===== config.mk =====
export PLATFORM = sky130hd
export DESIGN_NAME = result_avg_max
export DESIGN_NICKNAME = d
export VERILOG_FILES = /design/src/rtl/result_avg_max.sv
export SDC_FILE = /design/constraint.sdc
export NUM_CORES = 1
export LEC_CHECK = 0
export CAP_MARGIN = 20
export CELL_PAD_IN_SITES_DETAIL_PLACEMENT = 1
export CELL_PAD_IN_SITES_GLOBAL_PLACEMENT = 2
export CORE_MARGIN = 3
export CORE_UTILIZATION = 35
export DETAILED_ROUTE_END_ITERATION = 8
export PLACE_DENSITY_LB_ADDON = 0.12
export RECOVER_POWER = 50
export SYNTH_ARGS = -nofsm -noshare
export SYNTH_HDL_FRONTEND = slang
export SYNTH_SLANG_ARGS = --single-unit

===== constraint.sdc =====
create_clock -name clock -period 4.1 [get_ports clock]
set_clock_uncertainty 0.2 [all_clocks]
set_input_delay 0.615 -clock clock [delete_from_list [all_inputs] [get_ports clock]]
set_output_delay 0.615 -clock clock [all_outputs]
set_load 0.005 [all_outputs]

===== src/rtl/result_avg_max.sv =====
// Batch averager/max-finder between two dav_/rfd handshakes: collects 2^LOG2N
// unsigned 16-bit results and offers floor(sum/N) and the maximum downstream.
module result_avg_max #(
  parameter int LOG2N = 2
) (
  input  logic        clock,
  input  logic        reset_,
  input  logic        dav_in_,
  output logic        rfd_in,
  input  logic [15:0] data_in,
  output logic        dav_out_,
  input  logic        rfd_out,
  output logic [15:0] avg,
  output logic [15:0] max
);

  localparam int N     = 1 << LOG2N;
  localparam int ACC_W = 16 + LOG2N;
  localparam int CNT_W = LOG2N + 1;

  typedef enum logic [1:0] {
    IDLE,
    WREL,
    OFFER,
    WRDY
  } state_t;

  state_t             state, state_nxt;
  logic [ACC_W-1:0]   acc, acc_nxt;
  logic [15:0]        run_max, run_max_nxt;
  logic [CNT_W-1:0]   count, count_nxt;
  logic               rfd_in_nxt, dav_out_nxt;
  logic [15:0]        avg_nxt, max_nxt;

  // Every output is a plain register; the comb block only computes next values.
  always_ff @(posedge clock) begin
    if (reset_) begin
      state    <= IDLE;
      acc      <= '0;
      run_max  <= '0;
      count    <= '0;
      rfd_in   <= 1'b1;
      dav_out_ <= 1'b1;
      avg      <= '0;
      max      <= '0;
    end else begin
      state    <= state_nxt;
      acc      <= acc_nxt;
      run_max  <= run_max_nxt;
      count    <= count_nxt;
      rfd_in   <= rfd_in_nxt;
      dav_out_ <= dav_out_nxt;
      avg      <= avg_nxt;
      max      <= max_nxt;
    end
  end

  always_comb begin
    state_nxt   = state;
    acc_nxt     = acc;
    run_max_nxt = run_max;
    count_nxt   = count;
    rfd_in_nxt  = rfd_in;
    dav_out_nxt = dav_out_;
    avg_nxt     = avg;
    max_nxt     = max;

    case (state)
      IDLE: begin
        if (!dav_in_) begin
          acc_nxt     = acc + ACC_W'(data_in);
          run_max_nxt = (data_in > run_max) ? data_in : run_max;
          count_nxt   = count + CNT_W'(1);
          rfd_in_nxt  = 1'b0;
          state_nxt   = WREL;
        end
      end

      // A sample is only finished once the producer releases dav_in_.
      WREL: begin
        if (dav_in_) begin
          if (count == CNT_W'(N)) begin
            avg_nxt     = acc[LOG2N +: 16];
            max_nxt     = run_max;
            dav_out_nxt = 1'b0;
            state_nxt   = OFFER;
          end else begin
            rfd_in_nxt = 1'b1;
            state_nxt  = IDLE;
          end
        end
      end

      OFFER: begin
        if (!rfd_out) begin
          dav_out_nxt = 1'b1;
          state_nxt   = WRDY;
        end
      end

      WRDY: begin
        if (rfd_out) begin
          acc_nxt     = '0;
          run_max_nxt = '0;
          count_nxt   = '0;
          rfd_in_nxt  = 1'b1;
          state_nxt   = IDLE;
        end
      end

      default: begin
        state_nxt = IDLE;
      end
    endcase
  end

endmodule


Yosys cells after proc, flatten, opt, wreduce, memory -nomap -nowiden:

Cells that the tools add are included.

* add/sub/neg operators: 2
* magnitude comparators: 1
* eq/ne operators: 11
* multiplexer cells: 25
* reductions and logical operators: 10

Operators with widths (number)
* 16-bit 2-to-1 mux: 3
* 18-bit 2-to-1 mux: 2
* 18-bit one-hot mux with 2 select lines: 1
* 16-bit one-hot mux with 2 select lines: 1
* 18-bit by 16-bit adder with 18-bit output: 1
* 16-bit greater-than comparator: 1
* 2-bit inequality test, second input constant: 7
* 4-bit AND reduction: 3
* 2-bit 2-to-1 mux: 5
* 2-bit one-hot mux with 4 select lines: 1
* 1-bit 2-to-1 mux: 7
* 3-bit 2-to-1 mux: 2
* 3-bit one-hot mux with 2 select lines: 1
* 3-bit AND reduction: 2
* 5-bit AND reduction: 1
* 2-bit equality test, second input constant: 2
* 2-bit nonzero test: 2
* 3-bit by 1-bit adder with 3-bit output, second input constant: 1
* 3-bit equality test, second input constant: 1
* 1-bit one-hot mux with 3 select lines: 1
* 3-bit nonzero test: 1
* 2-bit by 1-bit equality test with 1-bit output, second input constant: 1
* 2-bit zero test: 1
* 1-bit one-hot mux with 2 select lines: 1

* register bits: 73
* input bits: 20
* output and inout bits: 34
* word-level logic and storage cells: 57

Depth between registers and ports, before layout:

Gate-level depths: netlist (run 1).

* depth after elaboration: 4
* mapped depth: 9
* gate-level depth less buffers: 9

Worst setup path before layout (run 1):

OpenSTA, ideal clock, no wires.

* path kind: input -> register
* start point: input port data_in[0]
* end point: register acc[16]
* setup time: 0.064 ns
* data arrival time: 2.320 ns
* data required time: 3.836 ns
* slack: 1.516 ns
* stages on the path: 9
* buffers on the path: 0
* cell sequence: ha_1 > inv_1 > fa_1 > nor2b_1 > o211ai_1 > a21oi_2 > o41ai_2 > or4_1 > nand4_1

* cells in the longest elaborated chain, start to end: 3

Ends and longest elaborated chain
* from (decl): RTL line 10 `input logic [15:0] data_in,`
* 18-bit by 16-bit adder with 18-bit output: RTL line 71 `acc_nxt = acc + ACC_W'(data_in);`
* 18-bit 2-to-1 mux: RTL line 70 `if (!dav_in_) begin`
* 18-bit one-hot mux with 2 select lines: RTL line 68 `case (state)`
* to (signal assigned): RTL line 48 `acc <= acc_nxt;`
* to (decl): RTL line 29 `logic [ACC_W-1:0] acc, acc_nxt;`

No other way between the ends. The select of a mux whose other input is x is not followed.
A chain may end at the register's enable or synchronous reset.

Worst setup path after layout (run 1):

Same ends and word-level chain as after synthesis.

==> results.cfg, run 1 <==
[outcome]
status = finished, violations left
violations = max-capacitance violations, max-slew violations

[finish]
nets = 578
areaGrowthSynthToFinish_pct = 21.80
nFillCells = 1275
drive_gt1_frac = 0.06501
fin_area_um2 = 4740
n_antenna_cell = 0
fin_util = 0.4490

[synthesis]
synthArstFlopShare = 0
avgSynthCellArea_um2 = 8.386
synth_commonest_cells = nand2_1, dfxtp_1, a21oi_1
synth_warnings = 0
yosys-top-cells-area = dfxtp_1, ha_1, a21oi_1, nand2_1, a22o_1
synth.most_common_cell = nand2_1
seq_area_frac_synth = 0.3756
syn_nets = 523
syn_area_um2 = 3891
yosysTopAreaCell = dfxtp_1
ys_types = 50
netlist.area_leader.share = 0.3756
synth_cells = 464
synthFlopType = dfxtp_1
synth_edf_count = 0
ys_seq_elements = 73

[clock_network]
clock-sinks = 73
clock_latency_ns = 0.35
clk_pin_slew_ns = 0.07
h-tree-depth = 3
clock-root-buffer = clkbuf_8
post_cts_buffers = 0
cts_buffer_depth = 2
tritoncts = built
cts_inserted_buffers = 9
ctsHoldBuffers = 0
cts_resized = 0

[place]
port_buffers = 53
gp_congestion = 0.8508
dpl_cell_area_um2 = 4563
place_ws_ns = 0.7216
hpwlAfterDp_um = 8309

[route]
drc = 0
vias = 3500
drtPass1Iterations = 4
ant_nets = 0
vias_per_cell = 5.311
routedWlPerCell_um = 16.35
drt_iter0_markers = 126
wl_um = 10770

[critical_path]
cp-start-kind = primary input
cp.required_ns = 4.19
crit_type = primary input to flip-flop
cp_max_fo = 4
critPathArrivalTime_ns = 3.13
cp-end-kind = flip-flop

[global_routing]
overflow = 0
antenna_found_initial = 0
grt_pass1_wl_um = 18510
grt_max_degree = 35
grt_pass1_vias = 3670
grt_usage = 0.1821

[sta]
setup_viol = 0
setup_tns_ns = 0
rsz0062_at_grt = false
drv_slew = 35
setup_slack_ns = 1.061
finalHoldViolations = 0
max_freq_mhz = 329.1
period_needed_ns = 3.039
fin_crit_sh = 0.7412
slew_headroom = -0.09534
tightestPinTransition_ns = 1.643

[pwr]
leakage_nw = 1.944
power.density_nw_per_um2 = 402.9
ir_drop_v = 0.0002231

[die]
core.rowCount = 37
die_w_um = 111.4
ios = 54
initial_core_util = 0.3687
die_h_um = 111.4
die_area_um2 = 12420
core-area_um2 = 10560

[hold_path]
hold_path_class = flip-flop to flip-flop

[flow_run]
drv_cap = 1
==> worst paths after layout <==
check / from / end / slack (ns) / cells after the start
worst min register to register: max[13] / max[13] / 0.25 / 2
worst max register to register: flip-flop / dav_out_ / 1.13 / 8
worst min-delay path: max[13] / max[13] / 0.25 / 2
worst max-delay path: data_in[0] / acc[16] / 1.06 / 10
==> area by class of cell <==
| type | instances | area [um2] | area share |
|---|---|---|---|
| clock buffer | 12 | 155.1 | 0.03273 |
| clock inverter | 3 | 40.04 | 0.008448 |
| inverter | 27 | 101.3 | 0.02138 |
| multi-input combinational | 348 | 2237 | 0.4720 |
| sequential | 73 | 1461 | 0.3083 |
| tap | 136 | 170.2 | 0.03590 |
| timing repair buffer | 60 | 574.3 | 0.1212 |
==> metal layers <==
metal,part of all wire,global-route usage,wire [um]
met5,0,0,0
met4,0.010,0.04298,110
met3,0.028,0.04402,300
met2,0.48,0.3100,5205
met1,0.48,0.2335,5159
==> metrics by stage <==
stage / hold WS, ns / instances / power [W]
2_1_floorplan: 0.2401 / 464 / 0.001200
3_3_place_gp: 0.2414 / 644 / 0.001338
3_5_place_dp: 0.2479 / 644 / 0.001356
4_1_cts: 0.2577 / 659 / 0.001943
5_1_grt: 0.2702 / 659 / 0.002052
6_report: 0.2532 / 659 / 0.001909
==> logic make-up (layout without fill, tap and decap cells) <==
group,after synthesis,after routing,synth area share
DFF,73,73,0.3756
and+or+nand+nor,160,160,0.1871
adders and majority gates,39,39,0.1273
AOI/OAI and AO/OA,138,138,0.2386
muxes,2,2,0.005466
buffers and inverters,43,102,0.04566
xor gates and xnor gates,9,9,0.02026
==> layout by cell type, fill, tap and decap left out, drive strengths merged, types with 13 or more instances in the layout <==
master and count:
dlygate4sd3 34, clkdlybuf4s50 18, nand2 86, dfxtp 73, a21oi 65, ha 38, nor2 26, clkbuf 13
a22o 16, inv 27
==> power by group <==
part | leakage [nW] | total, W | switching (W) | internal (W)
combinational | 1.25 | 0.000516 | 0.000297 | 0.000218
sequential | 0.594 | 0.000822 | 0.0000553 | 0.000766
clock | 0.102 | 0.000572 | 0.000263 | 0.000309
==> worst max-delay path: stages <==
cell	delay (ns)
clkdlybuf4s50_1	0.50
ha_1	0.18
inv_1	0.05
fa_1	0.40
nor2b_1	0.19
o211ai_1	0.17
a21oi_2	0.25
o41ai_2	0.14
or4_1	0.53
nand4_1	0.10
==> state kept, by name (all words and copies together) (netlist names), named ones only <==
name and cells:
acc 18, avg 16, count 3, dav_out_ 1
max 16, rfd_in 1, run_max 16, state 1
Power figures use the tool's default switching activity.
==> run 2: changes to the inputs <==
Settings changed: CORE_UTILIZATION 35 to 30.
Clock period 4.1 ns to 2.54 ns, I/O delays scaled along.
==> results.cfg, run 2 (synthesis gave the netlist of run 1 again) <==
[outcome]
status = finished clean

[finish]
n_antenna_cell = 0
seqCellArea_um2 = 1463
drive_gt1_frac = 0.2163
largest_register = acc
nFillCells = 1461
areaGrowthSynthToFinish_pct = 45.76
final_common_cell = nand2_1
multi_input_area_um2 = 2382
nets = 656
layout_common_cells = nand2_1, buf_4, dfxtp_1, a21oi_1, dlygate4sd3_1
largest_register_ffs = 18

[place]
gp_congestion = 0.8348
place_ws_ns = -0.7976
hpwlAfterDp_um = 9652
port_buffers = 53

[critical_path]
cp_max_fo = 5
cp-start-kind = primary input
r2r_start = acc[0]
cp-end-kind = flip-flop
r2r_cells = 11
r2r-end = acc[12]
crit_type = primary input to flip-flop
r2r_slack_ns = 0.11
cp.required_ns = 2.62
critPathArrivalTime_ns = 2.57

[route]
drtPass1Iterations = 4
drc = 0
vias_per_cell = 5.025
routedWlPerCell_um = 16.75
vias = 3864
drt_iter0_markers = 146
ant_nets = 0
wl_um = 12880

[pwr]
total_power_w = 0.003972
power_frac_comb = 0.292
switchingPower_w = 0.001181
p_int_w = 0.002791
power.density_nw_per_um2 = 700.4
clockPowerShare = 0.373
swShare = 0.2974
p_seq_frac = 0.335
leakage_nw = 2.436
ir_drop_v = 0.0003337

[die]
core-area_um2 = 12360
ios = 54
die_w_um = 119.9
die_h_um = 119.9
die_area_um2 = 14370
core.rowCount = 40
initial_core_util = 0.3148

[sta]
slew_headroom = 0.4889
fin_crit_sh = 0.9807
max_freq_mhz = 401.4
drv_slew = 0
period_needed_ns = 2.491
finalHoldViolations = 0
setup_viol = 0
setup_slack_ns = 0.04891
tightestPinTransition_ns = 0.7666

[clock_network]
clk_pin_slew_ns = 0.06
clock-root-buffer = clkbuf_16
clock_latency_ns = 0.34
cts_inserted_buffers = 9
h-tree-depth = 3
clock-sinks = 73
ctsHoldBuffers = 0
cts_buffer_depth = 2
tritoncts = built

[flow_run]
drv_cap = 0

[global_routing]
met2_usage = 0.3206
grt_busiest_layer = met2
grt_max_degree = 47
overflow = 0
grt_pass1_wl_um = 20980
met1_usage = 0.2303
grt_pass1_vias = 4062
grtUsageMet3 = 0.03864
grt_usage = 0.1857
antenna_found_initial = 0

[hold_path]
whs_endpoint = run_max[0]
min_path_cells = 2
hold_path_class = primary input to flip-flop
hp-start = data_in[0]
[run 2: worst max-delay path by stage]
stage,slack [ns],startpoint,end
detailed placement,-0.80,data_in[15],run_max[10]
floorplan,0.19,data_in[0],acc[16]
global placement,-0.69,data_in[1],run_max[15]
CTS,0.006,acc[0],acc[16]
finish,0.05,data_in[11],acc[15]
global route,-0.001,data_in[15],run_max[9]
[run 2: power groups by stage]
| stage | clock, W | sequential, W | combinational (W) |
|---|---|---|---|
| final | 0.00148 | 0.00133 | 0.00116 |
| after global routing | 0.00158 | 0.00134 | 0.00129 |
| after CTS | 0.00153 | 0.00132 | 0.00113 |
| after detailed placement | 0 | 0.00135 | 0.00108 |
| after global placement | 0 | 0.00134 | 0.00105 |
| after floorplan | 0 | 0.00132 | 0.000617 |
[run 2: critical path, stage by stage]
cell	delay (ns)
clkdlybuf4s50_1	0.45
buf_4	0.17
ha_1	0.37
o21a_1	0.22
o21ai_0	0.30
a21oi_1	0.13
and3_1	0.20
mux2_2	0.26
nor2_1	0.09
[run 2: cell type report]
cell class                 count  share of cell area
multi-input combinational    348              0.4200
sequential                    73              0.2579
timing repair buffer         138              0.2067
clock buffer                  10             0.04214
tap                          168             0.03706
clock inverter                 5             0.01831
inverter                      27             0.01787
[run 2: repair_timing]
action                     4_1_cts  5_1_grt
pin swaps                        5       10
resized for setup               16       12
hold endpoints to repair         0        0
setup endpoints to repair       24       23
setup buffers                    4        5
[run 2: layer usage]
| metal | vias to the layer above | part of all wire |
|---|---|---|
| met3 | 14 | 0.033 |
| met4 | 0 | 0.018 |
| met5 | - | 0 |
| met1 | 1880 | 0.45 |
| met2 | 51 | 0.50 |
| li1 | 1919 | - |
[run 2: metrics by stage]
stage          hold WS [ns]  setup TNS (ns)  cell area, um2  instances    util
3_5_place_dp         0.2499          -17.51            5134        745  0.4153
5_1_grt              0.1849       -0.001104            5672        769  0.4588
4_1_cts              0.2508               0            5579        764  0.4513
6_report             0.1781               0            5672        769  0.4588
3_3_place_gp         0.2429          -15.92            5134        745  0.4153
2_1_floorplan        0.2401               0            3891        464       -
==> run 3: changes to the inputs <==
Settings changed: PLACE_DENSITY_LB_ADDON 0.12 to 0.1.
==> results.cfg, run 3 (synthesis gave the netlist of run 1 again) <==
[hold_path]
hp-start = data_in[0]
min_path_cells = 2
hold_path_class = primary input to flip-flop
whs_endpoint = run_max[0]

[route]
vias_per_cell = 5.003
wl_um = 12850
vias = 3867
routedWlPerCell_um = 16.62
drtPass1Iterations = 4
drt_iter0_markers = 139
drc = 0
ant_nets = 0

[finish]
layout_common_cells = buf_4, nand2_1, dfxtp_1, a21oi_1, dlygate4sd3_1
largest_register = acc
nFillCells = 1500
areaGrowthSynthToFinish_pct = 45.66
n_antenna_cell = 0
largest_register_ffs = 18
fin_util = 0.4585
seqCellArea_um2 = 1463
final_common_cell = buf_4
drive_gt1_frac = 0.2281
nets = 661
fin_area_um2 = 5668
multi_input_area_um2 = 2421

[critical_path]
cp_max_fo = 2
crit_path_max_incr_delay_ns = 0.51
r2r_cells = 9
r2r_slack_ns = 0.05
cp.buffers_inverters = 1
crit_type = flip-flop to flip-flop
worstPathCellList = ha_4, inv_1, fa_2, nor2b_2, o211ai_1, a21oi_2, o41ai_4, or4_1, nand4_1
cp.required_ns = 2.62
r2r-end = acc[16]
critPathArrivalTime_ns = 2.57
cp-start-kind = flip-flop
cp-end-kind = flip-flop
slowest_stage = or4_1
crit_family = simple AND/OR/NAND/NOR gates
r2r_start = acc[0]

[die]
die_w_um = 119.9
die_h_um = 119.9
core.rowCount = 40
core-area_um2 = 12360
initial_core_util = 0.3148
die_area_um2 = 14370
ios = 54

[flow_run]
drv_cap = 0

[place]
dpl_cell_area_um2 = 5151
hpwlAfterDp_um = 9781
gp_congestion = 0.8685
port_buffers = 53

[clock_network]
clock_latency_ns = 0.34
clock-sinks = 73
h-tree-depth = 3
ctsHoldBuffers = 0
tritoncts = built
cts_inserted_buffers = 9
clock-root-buffer = clkbuf_16
cts_buffer_depth = 2
clk_pin_slew_ns = 0.06

[global_routing]
grt_usage = 0.1859
grt_pass1_wl_um = 21030
antenna_found_initial = 0
grt_max_degree = 47
grt_pass1_vias = 4091
overflow = 0

[sta]
setup_viol = 0
slew_headroom = 0.6356
fin_crit_sh = 0.9805
tightestPinTransition_ns = 0.5466
max_freq_mhz = 401.5
finalHoldViolations = 0
drv_slew = 0
period_needed_ns = 2.491

[pwr]
leakage_nw = 2.462
power.density_nw_per_um2 = 651.8
ir_drop_v = 0.0002937

[outcome]
status = finished clean
==> run 3: cell count changes in the layout (fill, tap and decap cells not counted), moves of 2 or more <==
cell | before | now
buf_4 | 79 | 86
clkdlybuf4s50_1 | 13 | 8
dlymetal6s2s_1 | 1 | 5
a21oi_1 | 61 | 58
a21oi_2 | 3 | 6
bufinv_16 | 3 | 0
ha_1 | 33 | 30
ha_4 | 5 | 8
buf_12 | 2 | 0
buf_6 | 0 | 2
o21ai_0 | 10 | 8
o21ai_1 | 0 | 2
==> run 3: report_power, final <==
part	leakage, nW	internal (W)	switching (W)
sequential	0.595	0.00124	0.0000893
clock	0.129	0.000705	0.000469
combinational	1.74	0.000594	0.000598
==> run 3: stage by stage <==
step	std cells	power, W	setup TNS, ns	setup slack, ns	hold slack [ns]
2_1_floorplan	464	0.001937	0	0.1895	0.2401
3_3_place_gp	749	0.002402	-15.60	-0.6876	0.2424
3_5_place_dp	749	0.002435	-16.77	-0.7513	0.2459
4_1_cts	769	0.003670	0	0.007885	0.2510
5_1_grt	773	0.003939	-0.03214	-0.02436	0.1786
6_report	773	0.003695	0	0.04944	0.1618
==> run 3: how the worst max path moves through the flow <==
stage	start	to	cells after the start
2_1_floorplan	data_in[0]	acc[16]	9
3_3_place_gp	data_in[0]	run_max[1]	9
3_5_place_dp	data_in[0]	run_max[12]	9
4_1_cts	acc[0]	acc[16]	9
5_1_grt	acc[0]	acc[16]	9
6_report	acc[0]	acc[16]	9
==> run 3: layout make-up <==
cell class,instances,area share
Multi-Input combinational cell,348,0.4272
Sequential cell,73,0.2581
Timing Repair Buffer,143,0.2132
Clock buffer,14,0.04658
Tap cell,168,0.03709
Inverter,27,0.01788
==> run 3: what timing repair did <==
action                     4_1_cts  5_1_grt
pin swaps                        8       12
gates resized for setup         14       27
setup endpoints to repair       22       22
setup buffers                    6        4
==> run 3: layer usage <==
metal  track usage  vias up  part of all wire
li1              -     1928                 -
met1        0.2359     1863              0.47
met2        0.3118       54              0.48
met3       0.03911       22             0.029
met4       0.06657        0             0.020
met5             0        -                 0
